## src/rtl/v_hier_sub_array.sv

```systemverilog
// Parameterised FIFO of WIDTH-bit channel vectors with a per-channel output
// transform (pass / invert / bit-reverse) and a sticky overflow flag.
module v_hier_sub_array #(
  parameter int WIDTH = 4,
  parameter int DEPTH = 4,
  parameter int MODE  = 0
) (
  input  logic                       clk,
  input  logic                       rst,
  input  logic                       in_valid,
  input  logic [WIDTH-1:0]           avec,
  output logic                       in_ready,
  output logic [WIDTH-1:0]           qvec,
  output logic                       out_valid,
  input  logic                       out_ready,
  output logic [$clog2(DEPTH+1)-1:0] count,
  output logic                       ovf
);

  localparam int CW = $clog2(DEPTH + 1);
  localparam int PW = $clog2(DEPTH);

  logic [WIDTH-1:0] mem_q [DEPTH];
  logic [PW-1:0]    wr_ptr_q, wr_ptr_d;
  logic [PW-1:0]    rd_ptr_q, rd_ptr_d;
  logic [CW-1:0]    count_q, count_d;
  logic             ovf_q, ovf_d;
  logic             push, pop;
  logic [WIDTH-1:0] head;

  assign in_ready  = (count_q != CW'(DEPTH));
  assign out_valid = (count_q != {CW{1'b0}});
  assign count     = count_q;
  assign ovf       = ovf_q;
  assign push      = in_valid && in_ready;
  assign pop       = out_valid && out_ready;
  assign head      = mem_q[rd_ptr_q];

  always_comb begin
    wr_ptr_d = wr_ptr_q;
    rd_ptr_d = rd_ptr_q;
    count_d  = count_q;
    ovf_d    = ovf_q;
    // Explicit wrap so non-power-of-two depths roll over at DEPTH-1.
    if (push) begin
      wr_ptr_d = (wr_ptr_q == PW'(DEPTH - 1)) ? {PW{1'b0}} : wr_ptr_q + PW'(1);
    end
    if (pop) begin
      rd_ptr_d = (rd_ptr_q == PW'(DEPTH - 1)) ? {PW{1'b0}} : rd_ptr_q + PW'(1);
    end
    if (push && !pop) begin
      count_d = count_q + CW'(1);
    end else if (pop && !push) begin
      count_d = count_q - CW'(1);
    end
    if (in_valid && (count_q == CW'(DEPTH))) begin
      ovf_d = 1'b1;
    end
  end

  always_ff @(posedge clk or posedge rst) begin
    if (rst) begin
      wr_ptr_q <= {PW{1'b0}};
      rd_ptr_q <= {PW{1'b0}};
      count_q  <= {CW{1'b0}};
      ovf_q    <= 1'b0;
    end else begin
      wr_ptr_q <= wr_ptr_d;
      rd_ptr_q <= rd_ptr_d;
      count_q  <= count_d;
      ovf_q    <= ovf_d;
    end
  end

  // Storage holds raw input words and is deliberately left unreset.
  always_ff @(posedge clk) begin
    if (push) begin
      mem_q[wr_ptr_q] <= avec;
    end
  end

  for (genvar i = 0; i < WIDTH; i++) begin : g_chan
    logic bit_s;
    if (MODE == 1) begin : g_inv
      assign bit_s = ~head[i];
    end else if (MODE == 2) begin : g_rev
      assign bit_s = head[WIDTH-1-i];
    end else begin : g_pass
      assign bit_s = head[i];
    end
    assign qvec[i] = out_valid & bit_s;
  end

endmodule

```

## config.mk

```make
export PLATFORM = sky130hd
export DESIGN_NAME = v_hier_sub_array
export DESIGN_NICKNAME = d
export VERILOG_FILES = /design/src/rtl/v_hier_sub_array.sv
export SDC_FILE = /design/constraint.sdc
export NUM_CORES = 1
export LEC_CHECK = 0
export ABC_AREA = 1
export BUFFER_PORTS_ARGS = -buffer_cell sky130_fd_sc_hd__buf_2
export CAP_MARGIN = 20
export CORE_AREA = 2 2 48 50
export CTS_CLUSTER_SIZE = 24
export DETAILED_ROUTE_END_ITERATION = 10
export DIE_AREA = 0 0 50 52
export HOLD_SLACK_MARGIN = 0.03
export PLACE_DENSITY_LB_ADDON = 0.05
export SYNTH_ARGS = -nofsm -noshare
export SYNTH_HDL_FRONTEND = slang
export SYNTH_SLANG_ARGS = --single-unit
```

## constraint.sdc

```tcl
create_clock -name clk -period 5.4 [get_ports clk]
set_clock_uncertainty 0.1 [all_clocks]
set_input_delay 0.27 -clock clk [delete_from_list [all_inputs] [get_ports clk]]
set_output_delay 0.27 -clock clk [all_outputs]
set_load 0.01 [all_outputs]
```

==> reports/metrics.cfg, run 1 <==
[run_status]
status = finished clean

[sta]
fmax_mhz = 495
period_needed_ps = 2020
hold_viol = 0
fin_setup_tns_ps = 0
setup_ws_ps = 3380
tightest_slew_ps = 410
slew-limit-headroom_pct = 72.6
setup_violations = 0
rsz0062_at_grt = false
finalMaxSlewViolations = 0
min_period_over_period_pct = 37.4

[global_routing]
grt-ovfl-total = 0
grt.total_usage_pct = 17.7
grt_pass1_wl_mm = 3.29
grt_max_degree = 14
grt_pass1_vias = 769
antenna_found_initial = 0

[yosys]
synthArstFlopShare_pct = 33.3
ys_types = 20
yosys_warnings = 0
ys_ff_latch = 24
synth_area_leaders = edfxtp_1, dfrtp_1, inv_1
synth-edff-count = 16
synth_top_area_share_pct = 40.4
avgSynthCellArea_um2 = 9.60
ys.flop_type = edfxtp_1
synth_commonest_cells = inv_1, nand2_1, edfxtp_1
syn_inst = 124
synth_area_um2 = 1190
ys_seq_area_share_pct = 57.2
syn_nets = 139
yosysTopAreaCell = edfxtp_1

[finish]
nFillCells = 176
final_area_um2 = 1340
drive_gt1_share_pct = 20.0
area_delta_synth_final_pct = 12.2
fin_nets = 161
antenna_cells = 0

[setup_path]
path_class = reg -> out
max_stage_delay_ps = 600
r2r-end = count[1]$_DFFE_PP0P_
reg2reg_depth = 9
critPathLaunchType = flop
cp_top_family = flip-flops
r2r_slack_ps = 3480
path_cells = inv_1 -> nand2_1 -> nand3_1 -> a21oi_1 -> buf_2
required_ps = 5030
worst-path-buf-inv = 2
arrival_ps = 1650
endpoint_kind = output port
rr_startpoint = count[0]$_DFFE_PP0P_
critPathSlowestCell = dfrtp_1
cp_max_fo = 12

[clocking]
cts_tree = done
root_buffer = clkbuf_4
clk_pin_slew_worst_paths_ps = 120
cts_buffer_depth = 2
clkLatencyLatePin_ps = 310
cts_resized = 0
cts_buffers = 3
htreeDepth = 1
cts_sinks = 24
cts_setup_buffers = 0

[placement]
portBuffers = 17
place_hpwl_mm = 1.45
placedInstanceArea_um2 = 1300
post-place-ws_ps = 3490
gp_congestion = 0.788

[worst_hold_path]
min_path_cells = 1
min_to = mem_q[1][1]$_DFFE_PP_
min_from = avec[1]
hp-class = in -> reg

[drt]
avgRoutedWirePerCell_um = 11.3
viasPerCell = 4.71
vias = 815
first_pass_iters = 4
wl_mm = 1.96
drc = 0
postRouteAntennaNets = 0
drtIter0Drc = 10

[die]
start_util_pct = 56.5
core-area_um2 = 2110
die_y_um = 52
core.rowCount = 17
die_w_um = 50
io_pins = 18
die-area_um2 = 2600

[pwr]
switching_power_uw = 283
internal_power_uw = 398
max-vdd-ir-drop_mv = 0.339
total_leakage_power_nw = 0.671
swShare_pct = 41.6
combPwrFrac_pct = 44.4
power-per-cell-area_nw_per_um2 = 510
seq_power_share_pct = 44.3
p_clk_share_pct = 11.3
power_uw = 681

[job]
maxCapViolations = 0

worst register-to-register path, stage by stage, from the launching register on:
cell	delay, ps
dfrtp_1	460
inv_2	100
nand3_2	120
nand2_4	130
inv_2	50
ha_1	200
inv_1	80
fa_1	420
nand2_1	80
o21ai_0	80
layout make-up:
cell class / count / area, um2 / share of cell area, %
inverters: 34 / 128 / 9.56
repair buffers: 18 / 95.1 / 7.12
flip-flops and latches: 24 / 681 / 51.0
multi-input cells: 65 / 370 / 27.7
clock buffers: 3 / 22.5 / 1.69
clock inverters: 1 / 3.75 / 0.281
well taps: 28 / 35.0 / 2.62
metal layers:
layer  GRT usage [%]  vias up  wire length (um)
li1                -      422                 -
met3            3.16        7                81
met5               0        -                 0
met2            29.6       26               974
met1            20.5      360               838
met4            13.0        0                64
cell usage in the layout, fill, tap and decap left out:
cell and n:
nand2_1 29, inv_1 29, buf_2 17, edfxtp_1 16
nand3_1 10, dfrtp_1 8, ha_1 6, inv_2 5
nor2_1 4, a21oi_1 4, clkbuf_4 3, nand3_2 2
o21ai_1 2, nand2_4 1, or2_0 1, nand2_2 1
xnor2_1 1, o21ai_0 1, o21bai_1 1, nand4_1 1
fa_1 1, clkinv_1 1, dlygate4sd3_1 1
stage by stage:
| stage | hold WS (ps) | std cells | util (%) |
|---|---|---|---|
| 6_report | 63.1 | 173 | 63.4 |
| 5_1_grt | 50.9 | 173 | 63.4 |
| 4_1_cts | 57.7 | 173 | 63.4 |
| 3_5_place_dp | 144 | 168 | 61.7 |
| 3_3_place_gp | 135 | 168 | 61.7 |
| 2_1_floorplan | -14.3 | 124 | - |
repair_timing:
action                     4_1_cts  5_1_grt
hold buffers                     1        0
hold endpoints to repair         8        0
setup endpoints to repair        0        0
how the worst max path moves through the flow:
| stage | startpoint | endpoint | slack (ps) | cells after the start |
|---|---|---|---|---|
| 2_1_floorplan | count[0]$_DFFE_PP0P_ | count[1]$_DFFE_PP0P_ | 3560 | 9 |
| 3_3_place_gp | count[0]$_DFFE_PP0P_ | count[1]$_DFFE_PP0P_ | 3540 | 9 |
| 3_5_place_dp | count[0]$_DFFE_PP0P_ | count[1]$_DFFE_PP0P_ | 3490 | 9 |
| 4_1_cts | rd_ptr_q[0]$_DFFE_PP0P_ | qvec[0] | 3400 | 5 |
| 5_1_grt | rd_ptr_q[0]$_DFFE_PP0P_ | qvec[0] | 3200 | 5 |
| 6_report | rd_ptr_q[0]$_DFFE_PP0P_ | qvec[2] | 3380 | 5 |
registers in the layout (all words and copies together), names as in the netlist:
signal    flops
rd_ptr_q      2
wr_ptr_q      2
mem_q        16
ovf           1
count         3
power by group through the flow:
stage	clock network, mW	registers, mW	logic, mW
2_1_floorplan	0	0.297	0.220
3_3_place_gp	0	0.303	0.296
3_5_place_dp	0	0.306	0.304
4_1_cts	0.0789	0.302	0.306
5_1_grt	0.0852	0.310	0.354
6_report	0.0772	0.302	0.302
logic make-up (layout without fill, tap and decap cells):
group | count (synthesis) | after routing | share of synthesized area, %
AND/OR/NAND/NOR | 49 | 49 | 18.8
XOR/XNOR | 1 | 1 | 0.736
AO/OA/AOI/OAI | 8 | 8 | 3.58
adder cells (fa/ha/maj) | 7 | 7 | 7.99
flip-flops | 24 | 24 | 57.2
buffers and inverters | 35 | 56 | 11.7
Power figures use the tool's default switching activity.
==> run 2: changes to the inputs <==
--- a/config.mk
+++ b/config.mk
@@ -5,13 +5,13 @@
 export SDC_FILE = /design/constraint.sdc
 export NUM_CORES = 1
 export LEC_CHECK = 0
-export ABC_AREA = 1
+export ABC_AREA = 0
 export BUFFER_PORTS_ARGS = -buffer_cell sky130_fd_sc_hd__buf_2
 export CAP_MARGIN = 20
-export CORE_AREA = 2 2 48 50
+export CORE_AREA = 2 2 51 53
 export CTS_CLUSTER_SIZE = 24
 export DETAILED_ROUTE_END_ITERATION = 10
-export DIE_AREA = 0 0 50 52
+export DIE_AREA = 0 0 53 55
 export HOLD_SLACK_MARGIN = 0.03
 export PLACE_DENSITY_LB_ADDON = 0.05
 export SYNTH_ARGS = -nofsm -noshare
==> constraint.sdc (replaced) <==
create_clock -name clk -period 1.7 [get_ports clk]
set_clock_uncertainty 0.1 [all_clocks]
set_input_delay 0.085 -clock clk [delete_from_list [all_inputs] [get_ports clk]]
set_output_delay 0.085 -clock clk [all_outputs]
set_load 0.01 [all_outputs]
==> run 2 against run 1 <==
Net effect:
- first-iteration DRC count increased by 30%
- critical endpoint is now count[2]$_DFFE_PP0P_
- register-to-register slack worse by 3800 ps
- the flow now finishes with violations (setup timing)
- design area is 4.8% higher
- die area up 12%
- utilization down 4.2 points
- largest power group is now combinational logic
- combinational power rose to 3.5 times the previous value
- sequential share of layout area decreased by 2.1 points
- clock power rose to 3.3 times the previous value
- synthesized area is 7.5% lower
- power increased to 3.4 times the previous value
==> reports/metrics.cfg, run 2 <==
[drt]
drc = 0  ; unchanged
wl_mm = 1.75  ; -11%
avgRoutedWirePerCell_um = 13.3  ; +18%
viasPerCell = 4.66  ; -0.99%
drtIter0Drc = 13  ; +3
first_pass_iters = 4  ; unchanged
postRouteAntennaNets = 0  ; unchanged
vias = 611  ; -25%

[yosys]
yosysTopAreaCell = edfxtp_1
ys_types = 19  ; -5.0%
synth_area_um2 = 1100  ; -7.5%
ys_ff_latch = 24  ; unchanged
syn_inst = 67  ; -46%
ys_seq_area_share_pct = 61.8  ; +4.6 points
syn_nets = 82  ; -41%
synth_area_leaders = edfxtp_1, dfrtp_1, mux4_2
yosys_warnings = 0  ; unchanged
synth_commonest_cells = edfxtp_1, and2_1, dfrtp_1
synthArstFlopShare_pct = 33.3  ; unchanged
synth_top_area_share_pct = 43.6  ; +3.3 points
synth_most_common_cell = edfxtp_1
synth-edff-count = 16  ; unchanged
ys.flop_type = edfxtp_1
avgSynthCellArea_um2 = 16.4  ; +71%

[sta]
fmax_mhz = 501
period_needed_ps = 1990
rsz0062_at_grt = true
setup_violations = 6  ; +6
min_period_over_period_pct = 117
fin_setup_tns_ps = -917  ; -917 ps
setup_ws_ps = -295  ; -3680 ps
hold_viol = 0  ; unchanged
slew-limit-headroom_pct = 76.6  ; +4.1 points
hold_slack_ps = 85.6  ; +22.5 ps
finalMaxSlewViolations = 0  ; unchanged
tightest_slew_ps = 350  ; -59.7 ps

[setup_path]
cp_max_fo = 4  ; -8
required_ps = 1840  ; -3190 ps
arrival_ps = 2140  ; +490 ps
path_class = reg -> reg
endpoint_kind = flop
critPathLaunchType = flop

[run_status]
status = complete, but fails checks
violations = setup timing

[clocking]
htreeDepth = 1  ; unchanged
cts_buffers = 3  ; unchanged
cts_buffer_depth = 2  ; unchanged
clk_pin_slew_worst_paths_ps = 130  ; about the same
clkLatencyLatePin_ps = 310  ; about the same
cts_sinks = 24  ; unchanged
cts_tree = done
root_buffer = clkbuf_4

[die]
start_util_pct = 46.6  ; -9.9 points
core.rowCount = 18  ; +1
core-area_um2 = 2360  ; +12%
die_y_um = 55  ; +5.8%
io_pins = 18  ; unchanged
die-area_um2 = 2920  ; +12%
die_w_um = 53  ; +6.0%

[finish]
largest_register_ffs = 16  ; unchanged
largest-register = mem_q
area_delta_synth_final_pct = 27.0
fin_nets = 117  ; -27%
antenna_cells = 0  ; unchanged
drive_gt1_share_pct = 52.5  ; +32 points
final_common_cell = buf_2
final_cells = 131  ; -24%
final_cell_mix = buf_2, edfxtp_1, buf_4
utilization_pct = 59.2  ; -4.2 points

[job]
maxCapViolations = 0  ; unchanged

[placement]
place_hpwl_mm = 1.24  ; -14%
portBuffers = 17  ; unchanged
dp_cells = 119  ; -29%
post-place-ws_ps = -306  ; -3800 ps
gp_congestion = 0.669  ; -15%

[pwr]
power-per-cell-area_nw_per_um2 = 1640  ; +220%
total_leakage_power_nw = 0.579  ; -14%
max-vdd-ir-drop_mv = 0.987  ; +190%

[global_routing]
grt-ovfl-total = 0  ; unchanged
antenna_found_initial = 0  ; unchanged
grt_max_degree = 14  ; unchanged
grt_pass1_wl_mm = 2.76  ; -16%
grt_pass1_vias = 591  ; -23%
grt.total_usage_pct = 14.4  ; -3.4 points

[worst_hold_path]
hp-class = in -> reg

run 2: changes by cell type in the layout (fill, tap and decap cells not counted), moves of 5 or more:
| cell | delta |
|---|---|
| nand2_1 | -29 |
| inv_1 | -25 |
| buf_4 | +10 |
| nand3_1 | -10 |
| dlygate4sd3_1 | +5 |
run 2: cell families (layout without fill, tap and decap cells):
| kind of cell | count (synthesis) | count (layout) | share of synthesized area (%) |
|---|---|---|---|
| flops | 24 | 24 | 61.8 |
| xor+xnor | 3 | 3 | 2.39 |
| mux | 9 | 9 | 14.0 |
| buf+inv | 8 | 42 | 3.64 |
| simple gates | 15 | 15 | 8.86 |
| compound gates | 1 | 1 | 0.682 |
| fa+ha+maj | 7 | 7 | 8.64 |
run 2: cell type report:
| cell class | instances | area, um2 |
|---|---|---|
| Inverter | 5 | 18.8 |
| Timing Repair Buffer | 33 | 220 |
| Clock buffer | 4 | 26.3 |
| Sequential cell | 24 | 684 |
| Tap cell | 30 | 37.5 |
| Fill cell | 192 | 966 |
| Multi-Input combinational cell | 35 | 412 |
run 2: per-stage QoR:
step	cell area [um2]	power, mW
after global placement	1280	2.00
final	1400	2.30
after CTS	1390	2.32
after floorplan	1120	1.66
after detailed placement	1280	2.01
after global routing	1400	2.49
run 2: repair_timing:
item / CTS / global route
resized for setup: 3 / 4
cloned: 0 / 0
endpoints found under the hold margin: 25 / 0
endpoints found under the setup margin: 22 / 23
hold buffers: 6 / 0
pin swaps: 5 / 0
buffers inserted: 2 / 0
run 2: critical path: stages, from the launching register on:
cell	delay, ps
dfrtp_1	440
or3_4	420
nand2_4	80
ha_4	120
inv_2	30
fa_2	320
xor2_1	150
nor2_1	110
xor2_1	150
run 2: power breakdown:
group	switching, mW	internal, mW
logic	0.436	0.638
clock network	0.162	0.0915
registers	0.152	0.817
total	0.749	1.55
run 2: path summary, 6_finish.rpt:
check / depth (start not counted) / slack [ps] / to / start
worst max-delay path: 8 / -290 / count[2]$_DFFE_PP0P_ / count[2]$_DFFE_PP0P_
worst min-delay path: 4 / 90 / count[0]$_DFFE_PP0P_ / out_ready
worst max register to register: 8 / -290 / count[2]$_DFFE_PP0P_ / count[2]$_DFFE_PP0P_
worst min register to register: 1 / 370 / ovf$_DFFE_PP0P_ / ovf$_DFFE_PP0P_
max in group asynchronous: 3 / 1070 / count[1]$_DFFE_PP0P_ / rst
min in group asynchronous: 3 / 160 / rd_ptr_q[1]$_DFFE_PP0P_ / rst
run 2: routing by layer:
| metal | vias to the layer above | global-route usage, % | wire [um] |
|---|---|---|---|
| met5 | - | 0 | 0 |
| met4 | 0 | 7.69 | 13 |
| met3 | 2 | 3.23 | 51 |
| met2 | 8 | 23.3 | 899 |
| met1 | 299 | 18.0 | 782 |
| li1 | 302 | - | - |
